--- src/rtl/pipe_stage_reg.sv ---


module pipe_stage_reg #(
    parameter int         DATA_W          = 128,
    parameter logic [3:0] NOP_ICODE       = 4'h1,
    parameter bit         CLEAR_ON_BUBBLE = 1'b1,
    parameter bit         HOLD_ON_EXC     = 1'b0,
    parameter int         CNT_W           = 16
) (
    input  logic              clk,
    input  logic              rst,
    input  logic              in_stall,
    input  logic              in_bubble,
    input  logic [3:0]        in_icode,
    input  logic [3:0]        in_ifun,
    input  logic [3:0]        in_stat,
    input  logic [DATA_W-1:0] in_payload,
    input  logic              in_hlt,
    input  logic              in_imem_err,
    input  logic              in_instr_invalid,
    output logic [3:0]        out_icode,
    output logic [3:0]        out_ifun,
    output logic [3:0]        out_stat,
    output logic [DATA_W-1:0] out_payload,
    output logic              out_valid,
    output logic              frozen,
    output logic [CNT_W-1:0]  stall_cnt,
    output logic [CNT_W-1:0]  bubble_cnt
);

    localparam logic [3:0] STAT_AOK = 4'd1;
    localparam logic [3:0] STAT_HLT = 4'd2;
    localparam logic [3:0] STAT_ADR = 4'd3;
    localparam logic [3:0] STAT_INS = 4'd4;
    localparam logic [CNT_W-1:0] CNT_ONE = {{(CNT_W-1){1'b0}}, 1'b1};

    logic [3:0]        icode_q, icode_d;
    logic [3:0]        ifun_q, ifun_d;
    logic [3:0]        stat_q, stat_d;
    logic [DATA_W-1:0] payload_q, payload_d;
    logic              valid_q, valid_d;
    logic              frozen_q, frozen_d;
    logic [CNT_W-1:0]  stallCnt_q, stallCnt_d;
    logic [CNT_W-1:0]  bubbleCnt_q, bubbleCnt_d;
    logic [3:0]        encStat;

    // Fetch-side exception flags override the upstream stat, HLT first.
    always_comb begin
        encStat = in_stat;
        if (in_hlt)
            encStat = STAT_HLT;
        else if (in_imem_err)
            encStat = STAT_ADR;
        else if (in_instr_invalid)
            encStat = STAT_INS;
    end

    always_comb begin
        icode_d     = icode_q;
        ifun_d      = ifun_q;
        stat_d      = stat_q;
        payload_d   = payload_q;
        valid_d     = valid_q;
        frozen_d    = frozen_q;
        stallCnt_d  = stallCnt_q;
        bubbleCnt_d = bubbleCnt_q;
        if (frozen_q) begin
            frozen_d = 1'b1;
        end else if (in_stall) begin
            if (stallCnt_q != '1)
                stallCnt_d = stallCnt_q + CNT_ONE;
        end else if (in_bubble) begin
            icode_d = NOP_ICODE;
            ifun_d  = 4'd0;
            stat_d  = STAT_AOK;
            valid_d = 1'b0;
            if (CLEAR_ON_BUBBLE)
                payload_d = '0;
            if (bubbleCnt_q != '1)
                bubbleCnt_d = bubbleCnt_q + CNT_ONE;
        end else begin
            icode_d   = in_icode;
            ifun_d    = in_ifun;
            stat_d    = encStat;
            payload_d = in_payload;
            valid_d   = 1'b1;
            frozen_d  = HOLD_ON_EXC && (encStat != STAT_AOK);
        end
    end

    always_ff @(posedge clk) begin
        if (rst) begin
            icode_q     <= NOP_ICODE;
            ifun_q      <= 4'd0;
            stat_q      <= STAT_AOK;
            payload_q   <= '0;
            valid_q     <= 1'b0;
            frozen_q    <= 1'b0;
            stallCnt_q  <= '0;
            bubbleCnt_q <= '0;
        end else begin
            icode_q     <= icode_d;
            ifun_q      <= ifun_d;
            stat_q      <= stat_d;
            payload_q   <= payload_d;
            valid_q     <= valid_d;
            frozen_q    <= frozen_d;
            stallCnt_q  <= stallCnt_d;
            bubbleCnt_q <= bubbleCnt_d;
        end
    end

    assign out_icode   = icode_q;
    assign out_ifun    = ifun_q;
    assign out_stat    = stat_q;
    assign out_payload = payload_q;
    assign out_valid   = valid_q;
    assign frozen      = frozen_q;
    assign stall_cnt   = stallCnt_q;
    assign bubble_cnt  = bubbleCnt_q;

endmodule

--- config.mk ---
export PLATFORM = sky130hd
export DESIGN_NAME = pipe_stage_reg
export DESIGN_NICKNAME = d
export VERILOG_FILES = /design/src/rtl/pipe_stage_reg.sv
export SDC_FILE = /design/constraint.sdc
export NUM_CORES = 1
export LEC_CHECK = 0
export CAP_MARGIN = 20
export CORE_ASPECT_RATIO = 1.4
export CORE_UTILIZATION = 40
export CTS_CLUSTER_DIAMETER = 150
export CTS_CLUSTER_SIZE = 30
export DETAILED_ROUTE_END_ITERATION = 10
export PLACE_DENSITY = 0.83
export SYNTH_ARGS = -nofsm -noshare
export SYNTH_HDL_FRONTEND = slang
export SYNTH_SLANG_ARGS = --single-unit
--- constraint.sdc ---
create_clock -name clk -period 2.3 [get_ports clk]
set_input_delay 0.46 -clock clk [delete_from_list [all_inputs] [get_ports clk]]
set_output_delay 0.46 -clock clk [all_outputs]
set_load 0.02 [all_outputs]
==> results.md, run 1 <==
- Once layout is complete, the utilization of the core stands at 0.6774.
- The portion of the clock cycle consumed by the worst path in the final layout is 0.8819.
- Dividing the detail-routed wire length by the instance count gives between 15 and 20 µm.
- The final instance count without filler cells is roughly 1200.
- For this configuration, the core starts out at a cell density of 0.4153.
- IR analysis of the VDD net gives a maximum drop of around 0.00047 V.
- The initial antenna violation count was 0.
- The total power is 7.016 mW.
- For this block, the initial DRC count from the detailed router was 329.
- For this block, wires on met1 add up to 7248 µm.
- The worst hold path stage count is 2.
- The pin count of the biggest net entering global routing is 72.
- Fill cells in the final layout number 1192.
- The final number of max-transition violations is 0.
- The largest single stage delay on the critical path is 0.66 ns.
- The transition at the pin with the smallest max-transition slack is about 0.73 ns.
- The leakage power is ~3.7 nW.
- The H-tree was split into 4 levels.
- Setup repair after global routing left no endpoint under its margin.
- The flip-flop cell with the highest count after synthesis is dfxtp_1.
- The synthesized design contains 173 register bits.
- Summed over all layers, the global routing overflow is 0.
- The number of vias in the routed layout is 6274.
- Before antenna repair, the detailed router went through 5 iterations.
- The netlist uses 50 different library cells.
- The HPWL after detailed placement is 13630 µm.
- Of all nets on the critical path, the largest fanout is 8.
- The final hold slack is 0.4187 ns.
- The share of the Yosys chip area taken by registers is 0.5492.
- The TritonCTS sink count is around 170.
- The routed length on met2 is slightly above 10000 µm.
- Based on the critical path, the design can be clocked at up to approximately 490 MHz.
- Counting flops with a built-in enable in the synthesized netlist gives 0.
- By startpoint and endpoint, the worst setup path is classified as reg -> out.
- Clock tree synthesis selected as its root buffer the cell clkbuf_16.
- The horizontal die dimension is approximately 110 µm.
- The number of input and output port buffers inserted is approximately 320.
- The class of the tightest hold or removal check is in -> reg.
- The cell count after placement is approximately 1200.
- The floorplan has 53 rows.
- The buffers plus inverters on the worst setup path is 1.
- The uppermost metal layer occupied by signal nets is met4.
- The via count of the first global-routing pass is about 5800.
- The arrival time at the worst endpoint is between 1.5 and 2 ns.
- The core region is about 15000 µm².
- The layout overhead on the synthesized area is 63.11%.
- In the final layout, the share of cells above drive strength 1 is 0.05444.
- The floorplan die height is ~150 µm.
- Measured in cells, the most critical reg-to-reg path has a length of 5.
- Across every metal layer, demand over resource in global routing totals 0.2327.
- The mean instance size in the synthesized netlist is 9.260 µm².
- Walking the worst path, the cells encountered are clkdlybuf4s50_1.
- For this run, the number of Yosys warnings is 0.
- The master of the slowest instance on the critical path is clkdlybuf4s50_1.
- For this run, design rule violations remaining after detail routing come to 0.
- After clock tree synthesis, the clock-pin slew on the worst setup and hold paths is 0.06 ns.
- The first global-routing pass estimated between 20000 and 30000 µm of wire.
- For the worst setup path, the data required time is roughly 1.8 ns.
- The startpoint kind of the worst setup timing path is a register.
- Buffers added to address setup during post-CTS repair amount to 0.
- The clock insertion delay at the later pin of the skew report is 0.41 ns.
- The count of final hold-check violations came to 0.
- The worst path setup slack after routing is 0.2717 ns.
- The design area is 10290 µm².
- The post-detailed-routing wire length is around 20000 µm.
- In this run, post-CTS repair resized a total of 0 instances.
- For the final database, setup skew stands at approximately 0.0076 ns.
- In this run the number of cells on the critical path is 1.
- Routability-driven placement finished with a final weighted congestion of 0.8126.
- Setup violations remaining at the end of the flow were counted as 0.
- Summing all placed instances gives a cell area of a little under 10000 µm².
- The number of buffers inserted by hold repair at cts is 0.
- Dividing the detail-routed via count by the number of cells gives between 5 and 6.
- The headroom to the max-slew limit is 0.5114.
- Counting flops with an async set or reset pin after synthesis yields a share of 0.
- The mapped cell area is ~6300 µm².
- The total I/O pin count is 321.
- The total negative slack is 0 ns.
- Across the run, the number of max-cap violations was 0.
- The TritonCTS clock tree is yes.
- The count of antenna-violating nets left after detailed routing is 0.
- The post-place setup slack is ~0.12 ns.
- STA classifies the critical path endpoint as an output port.
- The clock passes through at most 2 buffers.
- 0 antenna diodes ended up in the layout.
- Dividing total power by cell area gives a power density of between 600 and 700 nW/µm².
- The time the worst path needs with I/O delays and setup is between 2 and 2.5 ns.
- The die footprint is between 15000 and 20000 µm².
- The critical path's top delay family is buffers and inverters.
- The synthesized netlist net count is 830.
- The synthesized netlist cell count is around 700.
- TritonCTS created 17 clock buffers.
- The total met3 wirelength after detailed routing is ~1600 µm.
- The number of nets in the finished design is approximately 1100.
- The flow ran to the end, and the final reports show no timing, DRC or antenna violations.
cells by family after synthesis:
logic type               count (synthesis)  share of synthesized area
XOR/XNOR                                 1                   0.001389
multiplexers                             6                    0.01012
AO/OA/AOI/OAI                          192                     0.2206
other                                    1                  0.0005947
flip-flops                             173                     0.5492
buffers and inverters                   64                    0.03928
adder cells (fa/ha/maj)                  2                   0.003968
AND/OR/NAND/NOR                        242                     0.1748
Yosys cell counts (2+ instances only):
cell	number	area [µm²]
a31oi_1	2	12.51
mux2i_1	3	30.03
dfxtp_1	173	3463
a211oi_1	3	22.52
nand3_1	9	45.04
and4_1	3	26.28
nor2b_1	4	25.02
or3_1	8	50.05
nand4_1	11	68.82
nand2_1	17	63.81
nor3_1	10	50.05
ha_1	2	25.02
o211ai_1	2	15.01
inv_1	9	33.78
mux2_2	3	33.78
a21oi_1	18	90.09
o31a_1	3	26.28
or4_1	6	45.04
a22oi_1	134	1006
nor2_1	154	578.1
buf_1	13	48.80
o31ai_1	6	45.04
and3_1	6	37.54
o211a_1	2	20.02
a311oi_1	2	17.52
clkbuf_1	37	138.9
nor4_1	6	37.54
o21ai_0	10	50.05
o21a_1	2	15.01
buf_2	3	15.01
power by group:
part	total, mW	internal [mW]	switching, mW
sequential	3.15	3.10	0.0528
combinational	0.896	0.483	0.412
clock	2.97	1.80	1.17
sequential cells by signal (all words and copies together) (netlist names):
name / count
bubble_cnt: 16
out_icode: 4
out_ifun: 4
out_payload: 128
out_stat: 4
out_valid: 1
stall_cnt: 16
cells in the final DEF, fill, tap and decap left out, drive strengths merged, types with 10 or more instances in the layout:
cell type and n:
a21oi 18, a22oi 134, buf 16, clkbuf 23
clkdlybuf4s50 317, dfxtp 173, inv 10, nand2 17
nand4 12, nor2 154, nor3 10, o21ai 10
metal layers:
| layer | vias up | GRT usage |
|---|---|---|
| met5 | - | 0 |
| met1 | 2936 | 0.2489 |
| met2 | 230 | 0.4054 |
| met3 | 36 | 0.07922 |
| met4 | 0 | 0.1123 |
| li1 | 3072 | - |
layout make-up:
type	count	area, µm²	share of cell area
Tap cell	192	240.2	0.02335
Timing Repair Buffer	333	3331	0.3238
Multi-Input combinational cell	444	2603	0.2530
Sequential cell	173	3463	0.3367
Inverter	10	37.54	0.003649
Clock inverter	9	133.9	0.01302
Clock buffer	23	478.0	0.04647
final timing paths:
path / from / end / slack [ns]
hold reg to reg: out_stat[2] / out_stat[2] / 0.46
setup reg to reg: bubble_cnt[0] / bubble_cnt[10] / 0.46
hold / removal: rst / stall_cnt[11] / 0.42
setup / recovery: bubble_cnt[12] / bubble_cnt[12] / 0.27
Note: power is estimated with default switching activity, not from simulation.
==> run 2, diff against run 1 <==
- PLACE_DENSITY: 0.83 -> 0.77
==> results.md, run 2 (synthesis gave the netlist of run 1 again) <==
- The post-cts resize count was 0 (unchanged).
- The number of nets in the finished design was 1129 (was 1128).
- The number of input and output port buffers inserted is 319 (unchanged).
- The buffers plus inverters on the worst setup path is 1 (unchanged).
- The register-to-register setup slack is 0.45 ns (was 0.46 ns).
- The proportion of layout cells with a drive suffix above 1 is 0.05455 (was 0.05444).
- The master of the slowest instance on the critical path is clkdlybuf4s50_1 (unchanged).
- The data required time at the worst endpoint is 1.84 ns (about the same).
- The number of vias in the routed layout is 6324 (was 6274).
- The maximum count of clock buffers along a single path is 2 (unchanged).
- The sort of element at the end of the critical path is an output port (unchanged).
- Critical path cell sequence: clkdlybuf4s50_1 (unchanged).
- The time the worst path needs with I/O delays and setup is 2.039 ns (was 2.028 ns).
- The maximum ir drop on the vdd rail is 0.0005348 V (was 0.0004679 V).
- The detailed-route wire length per cell is 16.75 µm (was 16.55 µm).
- The highest clock rate is 490.5 MHz (was 493.0 MHz).
- The wire length of the first global-routing pass is 29930 µm (was 29480 µm).
- The starting density of the core came to 0.4153 (unchanged).
- The class of the tightest hold or removal check is in -> reg (unchanged).
- The leakage power was 3.713 nW (was 3.739 nW).
- The count of final hold-check violations is 0 (unchanged).
- Setup repair after global routing missed its margin: false (unchanged).
- The global placer's final weighted congestion was 0.8166 (was 0.8126).
- The floorplan die height is 150.6 µm (unchanged).
- The startpoint kind of the worst setup timing path is a register (unchanged).
- The endpoint of the worst setup timing path is stall_cnt[4] (was bubble_cnt[12]).
- The count of unresolved DRC violations after routing is 0 (unchanged).
- The pin count of the biggest net entering global routing was 73 (was 72).
- The critical path start-end classification is reg -> out (unchanged).
- The number of setup buffers added after CTS is 0 (unchanged).
- The detailed-routing iteration count for the pre-antenna-repair pass is 4 (was 5).
- The root cell of the clock tree is clkbuf_16 (unchanged).
- The worst clock skew came to 0.01068 ns (was 0.007618 ns).
- The routed length on met2 is 10250 µm (was 10190 µm).
- The critical path's top delay family is buffers and inverters (unchanged).
- The end-of-flow core utilization is 0.6736 (was 0.6774).
- The initial antenna violation count came to 0 (unchanged).
- The transition at the pin with the smallest max-transition slack was 0.7728 ns (was 0.7329 ns).
- The total negative slack was 0 ns (unchanged).
- The overall global routing resource usage is 0.2381 (was 0.2327).
- The level count of the clock H-tree is 4 (unchanged).
- The critical path's largest stage delay is 0.70 ns (was 0.66 ns).
- The sum of overflow across all layers after global routing is 0 (unchanged).
- The total power is 6.835 mW (was 7.016 mW).
- The total number of cells along the worst setup path is 1 (unchanged).
- Commonest non-fill, non-tap cells in the layout: clkdlybuf4s50_1 (317), dfxtp_1 (173), nor2_1 (153) (unchanged).
- The clock insertion delay at the later pin of the skew report is 0.43 ns (was 0.41 ns).
- The TritonCTS buffer count is 17 (unchanged).
- The reg-to-reg critical path startpoint is bubble_cnt[0] (unchanged).
- Run status: completed (unchanged).
- The power density normalized to cell area is 668.3 nW/µm² (was 682.1 nW/µm²).
- The TritonCTS clock tree is yes (unchanged).
- The total I/O pin count came to 321 (unchanged).
- The via count of the first global-routing pass is 5955 (was 5823).
- The horizontal die dimension is 108.1 µm (unchanged).
- The number of flip-flops in the largest register came to 128 (unchanged).
- The area taken by flip-flops and latches is 3463 µm² (unchanged).
- The number of DRC markers after the initial detailed-route iteration was 394 (was 329).
- The wire length on met1 is 7405 µm (was 7248 µm).
- The total met3 wirelength after detailed routing is 1523 µm (was 1570 µm).
- The final number of max-transition violations was 0 (unchanged).
- The count of maximum capacitance violations is 0 (unchanged).
- The headroom to the max-slew limit is 0.4848 (was 0.5114).
- The TritonCTS sink count is 173 (unchanged).
- The critical path startpoint is stall_cnt[4] (was bubble_cnt[12]).
- The arrival time at the worst endpoint is 1.58 ns (was 1.57 ns).
- The uppermost metal layer occupied by signal nets is met4 (unchanged).
- The count of endpoints failing setup in the final report is 0 (unchanged).
- The clock-pin slew reported for the worst setup and hold paths after clock tree synthesis is 0.06 ns (about the same).
- The antenna diode count is 0 (unchanged).
- The portion of the clock cycle consumed by the worst path in the final layout is 0.8863 (was 0.8819).
- The layout overhead on the synthesized area is 62.20% (was 63.11%).
- The post-detailed-routing wire length came to 19800 µm (was 19600 µm).
- The critical register-to-register path endpoint is bubble_cnt[10] (unchanged).
- The number of core rows is 53 (unchanged).
- The number of buffers inserted by hold repair at cts is 0 (unchanged).
- The most common library cell in the layout ignoring fill and taps was clkdlybuf4s50_1 (unchanged).
- The estimated wirelength of the detail-placed design is 13950 µm (was 13630 µm).
- The core area came to 15190 µm² (unchanged).
- The worst reg-to-reg path cell count is 5 (unchanged).
- The detailed-route vias per instance is 5.350 (was 5.299).
- The die footprint is 16280 µm² (unchanged).
- The count of antenna-violating nets left after detailed routing is 0 (unchanged).
- The count of filler cells inserted in the layout is 1221 (was 1192).
- The worst-path maximum fanout was 7 (was 8).
- The area of the multi-input gates is 2603 µm² (unchanged).
run 2: metrics by stage:
stage	hold WS (ns)	cell area [µm²]	cells	setup WS (ns)
after global routing	0.4188	10230	1182	0.1964
after CTS	0.3966	10230	1182	0.2497
after detailed placement	0.4554	9669	1153	0.07555
final	0.4069	10230	1182	0.2614
after global placement	0.4485	9669	1153	0.1088
after floorplan	0.5410	6306	681	0.3714
run 2: area by class of cell:
| cell class | instances | area share |
|---|---|---|
| sequential | 173 | 0.3386 |
| timing repair buffer | 334 | 0.3251 |
| multi-input combinational | 444 | 0.2544 |
| clock buffer | 19 | 0.04330 |
| tap | 192 | 0.02349 |
| clock inverter | 10 | 0.01138 |
| inverter | 10 | 0.003670 |
run 2: layer usage:
metal  vias up  GRT usage
met2       224     0.4166
met3        41    0.08658
met4         0     0.1089
li1       3077          -
met1      2982     0.2519
met5         -          0
run 2: worst min path at each step:
stage	slack (ns)	to	start	cells after the start
after floorplan	0.54	out_stat[1]	out_stat[1]	2
after global placement	0.45	out_stat[2]	out_stat[2]	2
final	0.41	out_payload[103]	rst	2
after CTS	0.40	out_stat[3]	rst	2
after global routing	0.42	out_stat[3]	rst	2
after detailed placement	0.46	out_stat[2]	out_stat[2]	2
run 2: power breakdown:
part	switching (mW)	internal (mW)
registers	0.0523	3.10
logic	0.412	0.482
clock network	1.18	1.61
total	1.64	5.19
==> run 3, diff against run 2 <==
- ABC_AREA: not set -> 1
- CORE_UTILIZATION: 40 -> 41
==> results.md, run 3 <==
- The global placer's final weighted congestion came to 0.9494 (was 0.8166).
- The end-of-flow core utilization is 0.6627 (was 0.6736).
- The detailed-routing iteration count for the pre-antenna-repair pass is 4 (unchanged).
- The critical path's top delay family is buffers and inverters (unchanged).
- The clock insertion delay at the later pin of the skew report is 0.42 ns (was 0.43 ns).
- The number of enable-type register cells in the synthesized netlist was 0 (unchanged).
- The via count of the first global-routing pass came to 6692 (was 5955).
- The class of the tightest hold or removal check is in -> reg (unchanged).
- The area fraction of the dominant cell type after synthesis is 0.5086 (was 0.5492).
- The post-place setup slack was 0.3456 ns (was 0.07555 ns).
- The time the worst path needs with I/O delays and setup is 2.025 ns (was 2.039 ns).
- The post-cts resize count is 0 (unchanged).
- The critical path's largest stage delay is 0.67 ns (was 0.70 ns).
- The area of the multi-input gates is 2962 µm² (was 2603 µm²).
- The root cell of the clock tree is clkbuf_16 (unchanged).
- The worst hold path stage count is 2 (unchanged).
- The buffers plus inverters on the worst setup path was 1 (unchanged).
- The final instance count without filler cells was 1423 (was 1182).
- The worst reg-to-reg path cell count came to 7 (was 5).
- The initial antenna violation count came to 2 (was 0).
- The worst-path maximum fanout is 7 (unchanged).
- The post-synthesis cell type count is 29 (was 50).
- The leakage power came to 3.896 nW (was 3.713 nW).
- The arrival time at the worst endpoint is 1.56 ns (was 1.58 ns).
- The net load switching power is 1.680 mW (was 1.644 mW).
- The TritonCTS clock tree is yes (unchanged).
- The startpoint kind of the worst setup timing path was a register (unchanged).
- Setup repair after global routing missed its margin: false (unchanged).
- The synthesized netlist cell count is 916 (was 681).
- The reg-to-reg critical path startpoint is bubble_cnt[1] (was bubble_cnt[0]).
- The detailed-route wire length per cell is 15.29 µm (was 16.75 µm).
- The die footprint was 17130 µm² (was 16280 µm²).
- The antenna diode count came to 0 (unchanged).
- Post-synth top cells: nand2_1 (358), dfxtp_1 (173), a21oi_1 (162) (was dfxtp_1 (173), nor2_1 (154), a22oi_1 (134)).
- The clock network fraction of design power is 0.426 (was 0.409).
- The overall global routing resource usage came to 0.2524 (was 0.2381).
- The number of core rows is 55 (was 53).
- The share of the yosys chip area belonging to registers is 0.5086 (was 0.5492).
- The pin count of the biggest net entering global routing is 129 (was 73).
- The estimated wirelength of the detail-placed design is 15860 µm (was 13950 µm).
- The highest clock rate is 493.9 MHz (was 490.5 MHz).
- The critical register-to-register path endpoint is bubble_cnt[1] (was bubble_cnt[10]).
- The horizontal die dimension came to 110.9 µm (was 108.1 µm).
- The terminating pin of the worst hold path is out_payload[112] (was out_payload[103]).
- The wire length of the first global-routing pass was 34250 µm (was 29930 µm).
- The number of vias in the routed layout is 6952 (was 6324).
- Run status: completed (unchanged).
- Critical path cell sequence: clkdlybuf4s50_1 (unchanged).
- The maximum ir drop on the vdd rail was 0.0004252 V (was 0.0005348 V).
- The library cell with the highest instance count after synthesis is nand2_1 (was dfxtp_1).
- The maximum count of clock buffers along a single path was 2 (unchanged).
- The level count of the clock H-tree is 4 (unchanged).
- The number of nets in the finished design is 1360 (was 1129).
- The count of endpoints failing setup in the final report is 0 (unchanged).
- The origin of the worst min-delay path is rst (unchanged).
- The number of input and output port buffers inserted is 319 (unchanged).
- The worst clock skew is 0.007693 ns (was 0.01068 ns).
- The library cell occupying the most area in the post-synthesis netlist is dfxtp_1 (unchanged).
- The data required time at the worst endpoint was 1.84 ns (about the same).
- The total negative slack is 0 ns (unchanged).
- The cell count after placement is 1391 (was 1153).
- The total power was 7.054 mW (was 6.835 mW).
- The mean instance size in the synthesized netlist was 7.433 µm² (was 9.260 µm²).
- The number of DRC markers after the initial detailed-route iteration was 359 (was 394).
- The power density normalized to cell area is 658.2 nW/µm² (was 668.3 nW/µm²).
- The headroom to the max-slew limit is 0.5506 (was 0.4848).
- The total I/O pin count came to 321 (unchanged).
- Commonest non-fill, non-tap cells in the layout: nand2_1 (358), clkdlybuf4s50_1 (317), dfxtp_1 (173) (was clkdlybuf4s50_1 (317), dfxtp_1 (173), nor2_1 (153)).
- The number of storage elements in the synthesis netlist is 173 (unchanged).
- The proportion of layout cells with a drive suffix above 1 is 0.06046 (was 0.05455).
- The TritonCTS buffer count is 17 (unchanged).
- The sequential cell fraction of total power was 0.447 (was 0.461).
- The share of power burned in combinational logic was 0.127 (was 0.131).
- The fraction of registers with async set/reset is 0 (unchanged).
- The starting density of the core was 0.4210 (was 0.4153).
- The placed standard-cell area is 10100 µm² (was 9669 µm²).
- The master of the slowest instance on the critical path is clkdlybuf4s50_1 (unchanged).
- The count of filler cells inserted in the layout is 1387 (was 1221).
- The synthesized netlist net count came to 1065 (was 830).
- The flip-flop cell with the highest count after synthesis is dfxtp_1 (unchanged).
- The TritonCTS sink count is 173 (unchanged).
- The number of setup buffers added after CTS came to 0 (unchanged).
- The number of buffers inserted by hold repair at cts is 0 (unchanged).
- The portion of the clock cycle consumed by the worst path in the final layout is 0.8802 (was 0.8863).
- The final hold slack is 0.3727 ns (was 0.4069 ns).
- The sort of element at the end of the critical path is an output port (unchanged).
- The critical path start-end classification is reg -> out (unchanged).
- The layout overhead on the synthesized area is 57.39% (was 62.20%).
- The count of unresolved DRC violations after routing is 0 (unchanged).
- The count of final hold-check violations is 0 (unchanged).
- The mapped cell area is 6809 µm² (was 6306 µm²).
- The worst path setup slack after routing is 0.2754 ns (was 0.2614 ns).
- The most common library cell in the layout ignoring fill and taps is nand2_1 (was clkdlybuf4s50_1).
- The net switching share of the total power came to 0.2381 (was 0.2406).
- The count of synthesis-stage warnings from yosys is 0 (unchanged).
- The core area was 16170 µm² (was 15190 µm²).
- The floorplan die height is 154.5 µm (was 150.6 µm).
- The clock-pin slew reported for the worst setup and hold paths after clock tree synthesis is 0.07 ns (was 0.06 ns).
- The count of maximum capacitance violations is 0 (unchanged).
- The final number of max-transition violations is 0 (unchanged).
- The detailed-route vias per instance is 4.885 (was 5.350).
- The number of flip-flops in the largest register is 128 (unchanged).
- The cell-internal power is 5.374 mW (was 5.191 mW).
- The design area is 10720 µm² (was 10230 µm²).
- The sum of overflow across all layers after global routing is 0 (unchanged).
- Main area contributors after synthesis: dfxtp_1 (51%), nand2_1 (20%), a21oi_1 (12%) (was dfxtp_1 (55%), a22oi_1 (16%), nor2_1 (9.2%)).
- The transition at the pin with the smallest max-transition slack is 0.6740 ns (was 0.7728 ns).
- The register-to-register setup slack is 0.50 ns (was 0.45 ns).
- The area taken by flip-flops and latches was 3463 µm² (unchanged).
- The post-detailed-routing wire length is 21750 µm (was 19800 µm).
- The count of antenna-violating nets left after detailed routing is 0 (unchanged).
run 3: changes by cell type after synthesis, sizes merged, moves of 7 or more:
| cell | before | now |
|---|---|---|
| nand2 | 17 | 362 |
| nand3 | 9 | 33 |
| inv | 9 | 25 |
| a22oi | 134 | 0 |
| a21oi | 18 | 162 |
| nor4 | 7 | 0 |
| or3 | 9 | 0 |
| clkbuf | 37 | 20 |
| nor2 | 154 | 80 |
| buf | 17 | 34 |
run 3: cell type report:
class	instances	area share
flip-flops and latches	173	0.3232
repair buffers	330	0.3110
multi-input cells	664	0.2764
clock buffers	24	0.04495
well taps	199	0.02323
clock inverters	8	0.01226
inverters	25	0.008990
run 3: power by group through the flow:
stage | Combinational (mW) | Sequential (mW) | Clock (mW)
after global placement | 0.894 | 3.21 | 0
after CTS | 0.905 | 3.15 | 3.06
after global routing | 0.963 | 3.16 | 3.17
final | 0.899 | 3.15 | 3.00
after floorplan | 0.252 | 3.34 | 0
after detailed placement | 0.900 | 3.22 | 0
run 3: per-layer routing:
layer / GRT usage / vias up / part of all wire
met5: 0 / - / 0.00055
met4: 0.1035 / 2 / 0.028
met3: 0.09914 / 40 / 0.088
met2: 0.4466 / 239 / 0.50
met1: 0.2662 / 3151 / 0.38
li1: - / 3520 / -
run 3: how the worst max path moves through the flow:
stage / from / to / slack (ns) / cells past startpoint
3_3_place_gp: in_bubble / out_payload[98] / 0.40 / 6
6_report: stall_cnt[7] / stall_cnt[7] / 0.28 / 1
5_1_grt: stall_cnt[7] / stall_cnt[7] / 0.22 / 1
4_1_cts: stall_cnt[7] / stall_cnt[7] / 0.25 / 1
3_5_place_dp: in_bubble / out_payload[101] / 0.35 / 6
2_1_floorplan: bubble_cnt[1] / bubble_cnt[3] / 0.80 / 7
run 3: logic make-up (layout without fill, tap and decap cells):
logic type	after synthesis	count (layout)	synth area share
AOI/OAI and AO/OA	170	170	0.1253
xor gates and xnor gates	1	1	0.001287
adders and majority gates	2	2	0.003675
buffers and inverters	79	387	0.05641
DFF	173	173	0.5086
other	1	1	0.0005507
and+or+nand+nor	490	490	0.3041
